## src/rtl/cla_adder_pkg.sv

```systemverilog
// Shared types and constants for the carry-lookahead adder slice.
// Package name: cla_pkg.
package cla_pkg;

    // Bits per first-level lookahead group.
    localparam int GROUP_W = 4;

    // One group's worth of operand bits.
    typedef logic [GROUP_W-1:0] grp_vec_t;

    // Group generate/propagate pair handed to the second-level carry unit.
    typedef struct packed {
        logic gg;
        logic gp;
    } pg_t;

endpackage : cla_pkg

```

## src/rtl/cla_adder_if.sv

```systemverilog
// Operand/result bundle for cla_adder. The driver uses the master modport and
// the adder uses the slave modport.
interface cla_adder_if #(
    parameter int WIDTH = 4
);
    logic [WIDTH-1:0] x;
    logic [WIDTH-1:0] y;
    logic [WIDTH:0]   s;

    modport master (output x, output y, input s);
    modport slave  (input x, input y, output s);
endinterface : cla_adder_if

```

## src/rtl/cla_adder_cla4.sv

```systemverilog
// cla4_block: purely combinational 4-bit carry-lookahead group. Produces the
// group sum from a supplied carry-in, plus the group generate/propagate pair
// for the next lookahead level. All internal carries are fully expanded.
module cla4_block
    import cla_pkg::*;
(
    input  grp_vec_t a,
    input  grp_vec_t b,
    input  logic     cin,
    output grp_vec_t sum,
    output logic     gg,
    output logic     gp
);

    grp_vec_t g_s;
    grp_vec_t p_s;
    grp_vec_t c_s;

    // Bit-level generate/propagate and expanded internal carries.
    always_comb begin
        g_s    = a & b;
        p_s    = a ^ b;
        c_s    = 4'b0000;
        c_s[0] = cin;
        c_s[1] = g_s[0] | (p_s[0] & cin);
        c_s[2] = g_s[1] | (p_s[1] & g_s[0]) | (p_s[1] & p_s[0] & cin);
        c_s[3] = g_s[2] | (p_s[2] & g_s[1]) | (p_s[2] & p_s[1] & g_s[0])
               | (p_s[2] & p_s[1] & p_s[0] & cin);
    end

    // Sum bits and group generate/propagate.
    always_comb begin
        sum = p_s ^ c_s;
        gg  = g_s[3] | (p_s[3] & g_s[2]) | (p_s[3] & p_s[2] & g_s[1])
            | (p_s[3] & p_s[2] & p_s[1] & g_s[0]);
        gp  = p_s[3] & p_s[2] & p_s[1] & p_s[0];
    end

endmodule : cla4_block

```

## src/rtl/cla_adder.sv

```systemverilog
// cla_adder: registered unsigned two-level carry-lookahead adder.
// s = x + y, width WIDTH+1, carry-out in the MSB. Latency is 1 cycle.
// Optional macro CLA_ADDER_IN_REG_EN adds operand input registers
// (latency 2, throughput unchanged).
module cla_adder
    import cla_pkg::*;
#(
    parameter int WIDTH = 4
) (
    input  logic          clk,
    input  logic          rst,
    cla_adder_if.slave    bus
);

    localparam int   NG = WIDTH / GROUP_W;
    localparam logic C0 = 1'b0;  // the adder has no carry-in

    if ((WIDTH < GROUP_W) || ((WIDTH % GROUP_W) != 0)) begin : g_width_chk
        $error("cla_adder: WIDTH must be a multiple of 4 and at least 4");
    end

    logic [WIDTH-1:0] op_x_s;
    logic [WIDTH-1:0] op_y_s;

`ifdef CLA_ADDER_IN_REG_EN
    logic [WIDTH-1:0] x_q;
    logic [WIDTH-1:0] x_d;
    logic [WIDTH-1:0] y_q;
    logic [WIDTH-1:0] y_d;

    // Next value for the operand registers is simply the current inputs.
    always_comb begin
        x_d = bus.x;
        y_d = bus.y;
    end

    // Operand capture; reset clears so X on the inputs cannot leak through.
    always_ff @(posedge clk) begin
        if (rst) begin
            x_q <= '0;
            y_q <= '0;
        end else begin
            x_q <= x_d;
            y_q <= y_d;
        end
    end

    assign op_x_s = x_q;
    assign op_y_s = y_q;
`else
    assign op_x_s = bus.x;
    assign op_y_s = bus.y;
`endif

    pg_t  [NG-1:0]    grp_pg_s;
    logic [NG:0]      gc_s;      // gc_s[j] = carry into group j, gc_s[NG] = carry-out
    logic [WIDTH-1:0] sum_s;

    for (genvar gi = 0; gi < NG; gi++) begin : g_grp
        cla4_block u_cla4 (
            .a   (op_x_s[gi*GROUP_W +: GROUP_W]),
            .b   (op_y_s[gi*GROUP_W +: GROUP_W]),
            .cin (gc_s[gi]),
            .sum (sum_s[gi*GROUP_W +: GROUP_W]),
            .gg  (grp_pg_s[gi].gg),
            .gp  (grp_pg_s[gi].gp)
        );
    end

    // Second-level lookahead: each group carry is an OR of expanded GG/GP
    // products, never derived from the previous group carry.
    always_comb begin : p_group_carry
        logic term_s;
        gc_s    = '0;
        term_s  = 1'b0;
        gc_s[0] = C0;
        for (int j = 0; j < NG; j++) begin
            term_s = C0;
            for (int k = 0; k <= j; k++) begin
                term_s = term_s & grp_pg_s[k].gp;
            end
            gc_s[j+1] = term_s;
            for (int k = 0; k <= j; k++) begin
                term_s = grp_pg_s[k].gg;
                for (int m = k + 1; m <= j; m++) begin
                    term_s = term_s & grp_pg_s[m].gp;
                end
                gc_s[j+1] = gc_s[j+1] | term_s;
            end
        end
    end

    logic [WIDTH:0] s_q;
    logic [WIDTH:0] s_d;

    // Result next-state: carry-out above the group sums.
    always_comb begin
        s_d = {gc_s[NG], sum_s};
    end

    // Result register; reset wins over new operands on the same edge.
    always_ff @(posedge clk) begin
        if (rst) begin
            s_q <= '0;
        end else begin
            s_q <= s_d;
        end
    end

    assign bus.s = s_q;

endmodule : cla_adder

```

## src/flat_wrapper.sv

```systemverilog
// flat-port wrapper written by rule: the top's interface ports become plain ports
module cla_adder_flat import cla_pkg::*;
#(
    parameter int WIDTH = 4
)
  (clk, rst, bus_x, bus_y, bus_s);
  cla_adder_if #(.WIDTH(WIDTH)) bus_i ();
  input  logic clk;
  input  logic rst;
  input wire logic [$bits(bus_i.x)-1:0] bus_x;
  input wire logic [$bits(bus_i.y)-1:0] bus_y;
  output wire logic [$bits(bus_i.s)-1:0] bus_s;
  assign bus_i.x = bus_x;
  assign bus_i.y = bus_y;
  assign bus_s = bus_i.s;
  cla_adder #(.WIDTH(WIDTH)) u_core (.clk(clk), .rst(rst), .bus(bus_i));
endmodule
```

## config.mk

```make
export PLATFORM = sky130hd
export DESIGN_NAME = cla_adder_flat
export DESIGN_NICKNAME = d
export VERILOG_FILES = /design/src/rtl/cla_adder_pkg.sv /design/src/rtl/cla_adder_if.sv /design/src/rtl/cla_adder_cla4.sv /design/src/rtl/cla_adder.sv /design/src/flat_wrapper.sv
export SDC_FILE = /design/constraint.sdc
export NUM_CORES = 1
export LEC_CHECK = 0
export ABC_AREA = 1
export CAP_MARGIN = 5
export CORE_AREA = 2 2 39 41
export DETAILED_ROUTE_END_ITERATION = 12
export DIE_AREA = 0 0 41 43
export GPL_TIMING_DRIVEN = 0
export SLEW_MARGIN = 15
export SYNTH_ARGS = -nofsm -noshare
export SYNTH_HDL_FRONTEND = slang
export SYNTH_SLANG_ARGS = --single-unit
```

## constraint.sdc

```tcl
create_clock -name clk -period 1.3 [get_ports clk]
set_clock_uncertainty 0.05 [all_clocks]
set_input_delay 0.195 -clock clk [delete_from_list [all_inputs] [get_ports clk]]
set_output_delay 0.195 -clock clk [all_outputs]
set_load 0.01 [all_outputs]
```

# Yosys cells after proc, flatten, opt, wreduce, memory -nomap -nowiden
# Index checks and enable logic that the tools add are counted.
# Widths: inputs -> output; s select.
word_totals:
  out_inout_bits: 5
  register_bits: 5
op_classes:
  bitwise_logic: 18
op_table:
  columns: ["cell", "n"]
  rows:
  - ["$and 1x1->1", 9]
  - ["$xor 4x4->4", 2]
  - ["$or 1x1->1", 6]
  - ["$and 4x4->4", 1]

# Logic depth before layout (Yosys ltp)
depth:
  ltp_word: 5
  ltp_mapped: 6
  ltp_nobuf: 6

# By module
# Synthesis repeated with hierarchy kept, for this count alone.
hier_totals:
  hier_cells: 47
  area_unflattened_um2: 331.6
by_module_without_submodules:
  columns: ["module", "cells_per_inst", "area_per_inst_um2", "n_inst"]
  rows:
  - ["cla4_block", 31, 190.2, 1]
  - ["cla_adder", 16, 141.4, 1]

# Worst setup path after synthesis
# OpenSTA, ideal clock, no wires.
synth_timing:
  path_type: "input to register"
  start: "in bus_y[0]"
  end: "reg u_core.s_q[2], in the netlist u_core.bus.s[2]"
  stages: 5
  arrival_ns: 0.967
  path_slack_ns: 0.164
  path_cell_list: "ha_1 -> inv_1 -> fa_1 -> o21ai_0 -> a21oi_1"
synth_via:
  elab_chain_cells: 4
synth_rtl:
  columns: ["element", "line_no", "rtl"]
  rows:
  - ["start: declaration", "flat_wrapper.sv:11", "input wire logic [$bits(bus_i.y)-1:0] bus_y;"]
  - ["$and 4x4->4", "cla_adder_cla4.sv:21", "g_s = a & b;"]
  - ["$and 1x1->1", "cla_adder_cla4.sv:26", "c_s[2] = g_s[1] | (p_s[1] & g_s[0]) | (p_s[1] & p_s[0] & cin);"]
  - ["$or 1x1->1", "cla_adder_cla4.sv:26", null]
  - ["$xor 4x4->4", "cla_adder_cla4.sv:33", "sum = p_s ^ c_s;"]
  - ["end signal: assignment", "cla_adder.sv:104", "s_q <= '0;"]
  - ["end signal: assignment", "cla_adder.sv:106", "s_q <= s_d;"]
  - ["end: declaration", "cla_adder.sv:93", "logic [WIDTH:0] s_q;"]
# No other way between the ends.
# A chain may end at the register's enable or synchronous reset.

# Worst setup path in the final report
layout_timing:
  start: "in bus_y[2]"
  end: "reg u_core.s_q[3], in the netlist u_core.bus.s[3]"
layout_via:
  elab_chain_cells: 5
  elab_cells_between_ends: 8
layout_rtl:
  columns: ["element", "line_no", "rtl"]
  rows:
  - ["$xor 4x4->4", "cla_adder_cla4.sv:22", "p_s = a ^ b;"]
  - ["$and 1x1->1 (on tied branches)", null, null]
  - ["$or 1x1->1 / $and 1x1->1 (equally long branches)", "cla_adder_cla4.sv:27", "c_s[3] = g_s[2] | (p_s[2] & g_s[1]) | (p_s[2] & p_s[1] & g_s[0])"]
  - ["$or 1x1->1 (*)", "cla_adder_cla4.sv:27", null]
  - ["$xor 4x4->4 (*)", "cla_adder_cla4.sv:33", null]
# Every way passes the cells marked *; elsewhere a longest branch is shown, timed or not.

==> results.md <==
- The run finished with clean final reports.
- The worst setup path is of the input port to flip-flop kind.
- The total routing usage reported by global routing is 0.0754.
- Relative to the synthesized area, the layout overhead comes to 69.2%.
- The number of antenna violations at the first check in global routing was 0.
- The finished layout holds 73 standard cells, fillers aside.
- In the final layout, flip-flops and latches occupy 100 sq um.
- The number of hold-slack violations in the final timing report is 0.
- For this run the aggregate overflow at the end of global routing stands at 0.
- For this run, the post-layout net count is 73.
- The floorplan step set the die width to 41 um.
- The post-route antenna net violation count is 0.
- Power spread over the standard cell area amounts to between 900 and 1000 mW/mm^2.
- CTS saw 5 sinks.
- The worst-case headroom to the max-slew limit is 0.909.
- STA classifies the critical path startpoint as an input port.
- The routed design has about 570 um of wire.
- Each instance of the synthesized netlist takes up on average 7.47 sq um.
- The total clock buffers created by CTS is 3.
- The number of buffer cells added on primary ports is 14.
- The smallest clock period supported by the final layout is computed as 1.23 ns.
- The floorplan step set the die height to 43 um.
- The clock tree from TritonCTS is done.
- The number of max-slew violations in the final report is 0.
- The cell total after placement is a little under 70.
- The path class of the lowest-slack min-delay path is input port to flip-flop.
- After detailed routing, the number of remaining DRC violations is 0.
- The startpoint identified for the worst hold timing path is bus_y[0].
- After detailed placement, the total cell area comes to 444 sq um.
- The core area is 0.00138 sq mm.
- The total non-filler cell area in the finished layout is just under 500 sq um.
- Summed over all failing endpoints, the final setup total negative slack is 0 ns.
- The path with the worst hold slack has its endpoint at u_core.bus.s[0]$_SDFF_PP0_.
- The power consumption is 470 uW.
- The number of stages on the worst hold path is 4.
- Of the synthesized area, sequential elements account for 0.352.
- The max-capacitance violation count is 0.
- The number of antenna diodes in the final layout is 0.
- In the final routed layout, each cell accounts on average for roughly 7.8 um.
- The post-detailed-route via-to-cell ratio is ~4.0.
- The number of instances in the synthesized netlist is 38.
- Data on the critical path arrives at its endpoint at about 1.3 ns.
- Across the VDD grid, the largest voltage drop is just under 0.9 mV.
- After floorplanning, the core was divided into 14 placement rows.
- The share of cells above drive strength 1 is 0.140.
- The required time of the critical path is 1.39 ns.
- The first detailed-routing pass ran for 3 iterations.
- For this configuration, the core starts out at a cell density of 0.205.
- Synthesis inferred 5 register bits.
- The count of final setup violators is 0.
- The cell chosen for the clock root is clkbuf_4.
- The number of buffers added to fix hold violations after cts is 0.
- In this run, the number of DRC markers left after iteration 0 of detailed routing was 1.
- Yosys mapped the design onto 10 distinct sky130hd cell types.
- In this run the static leakage power is 0.255 nW.
- The die covers approximately 0.0018 sq mm.
- The net count after synthesis is 53.
- The combined area of the multi-input logic cells is between 150 and 200 sq um.
- After synthesis the cells add up to ~280 sq um.
- The number of warnings issued by yosys is 0.
- Along the worst path, the maximum fanout reaches 3.
- The clock transition at the register clock pins on the worst setup and hold paths after CTS is 0.04 ns.
- The endpoint class of the critical path is a flip-flop.
- Pin placement for this block handled 15 I/O pins.
- Summed over all nets, the half-perimeter wirelength after detailed placement is 479 um.
- The level count of the clock H-tree is 1.
- In the finished design, the share of the clock period the worst path needs comes to 0.949.
- The maximum number of pins on one net before global-route repair is 6.
- The global-route wire length before repair is approximately 850 um.
- Routability-driven placement finished with a final weighted congestion of ~0.67.
- The layout has roughly 160 filler cells.
- The number of flip-flops in the largest register is 5.
- The overall via count from detail_route is 289.
- Timing would allow up to a little over 800 MHz.
- The pin slew with the least headroom to its limit is roughly 0.14 ns.
- The clock tree buffer depth is 2.
- The via count of the first global-routing pass was roughly 240.
-- through the flow --
stage	util	worst slack (ns)	hold slack, ns
after floorplan	-	0.164	0.212
after global placement	0.321	-0.364	0.763
after detailed placement	0.321	-0.402	0.771
after CTS	0.343	0.00661	0.380
after global routing	0.347	-0.00381	0.412
final	0.347	0.0669	0.374
-- power by group --
part	internal [mW]	switching (mW)	leakage [nW]
logic	0.0638	0.0561	0.199
registers	0.169	0.00270	0.0417
clock network	0.116	0.0625	0.0150
total	0.349	0.121	0.255
-- cell type report --
class,instances,area share
inverters,9,0.0703
flip-flops and latches,5,0.208
clock buffers,4,0.0547
repair buffers,15,0.294
well taps,16,0.0417
multi-input cells,24,0.331
-- synth_stat cells (all sizes together) --
master  count  area [sq um]
nand2       7          26.3
a21oi       3          15.0
nor2        6          22.5
ha          4          50.1
nand4       1          6.26
inv         9          33.8
dfxtp       5           100
nand3       1          5.00
fa          1          20.0
o21ai       1          5.00
-- repair_timing --
item                       CTS  global route
pin swaps                    2             0
setup buffers                1             0
resized for setup           11             2
setup endpoints to repair    7             2
-- kinds of logic after synthesis --
kind of cell	count (synthesis)	synth area share
AOI/OAI and AO/OA	4	0.0705
adders and majority gates	5	0.247
buffers and inverters	9	0.119
DFF	5	0.352
and+or+nand+nor	15	0.211
-- layout by cell type (no fill, tap or decap), drive strengths merged --
master,instances
dfxtp,5
buf,1
dlygate4sd2,7
nand4,1
clkbuf,4
nand2,7
o21ai,1
inv,9
dlymetal6s2s,1
nand3,1
clkdlybuf4s50,6
nor2,6
fa,1
a21oi,3
ha,4
-- per-layer routing --
layer	wire length (um)	up-vias	track usage	share of wire
met5	0	-	0	0
met4	0	0	0.0200	0
met1	211	124	0.0806	0.37
met3	64	0	0.0628	0.11
li1	-	154	-	-
met2	292	11	0.109	0.51
-- worst max-delay path by stage --
stage	start	end	slack, ns	depth (start not counted)
CTS	bus_y[1]	u_core.bus.s[1]$_SDFF_PP0_	0.007	4
finish	bus_y[2]	u_core.bus.s[3]$_SDFF_PP0_	0.07	6
floorplan	bus_y[0]	u_core.bus.s[2]$_SDFF_PP0_	0.16	5
global route	bus_y[2]	u_core.bus.s[3]$_SDFF_PP0_	-0.004	6
detailed placement	bus_y[0]	u_core.bus.s[2]$_SDFF_PP0_	-0.40	6
global placement	bus_y[0]	u_core.bus.s[2]$_SDFF_PP0_	-0.36	6
-- critical path, stage by stage --
cell	delay (ns)
clkdlybuf4s50_1	0.40
ha_1	0.32
inv_1	0.12
nand2_1	0.08
a21oi_1	0.14
nor2_1	0.05
Power figures use the tool's default switching activity.
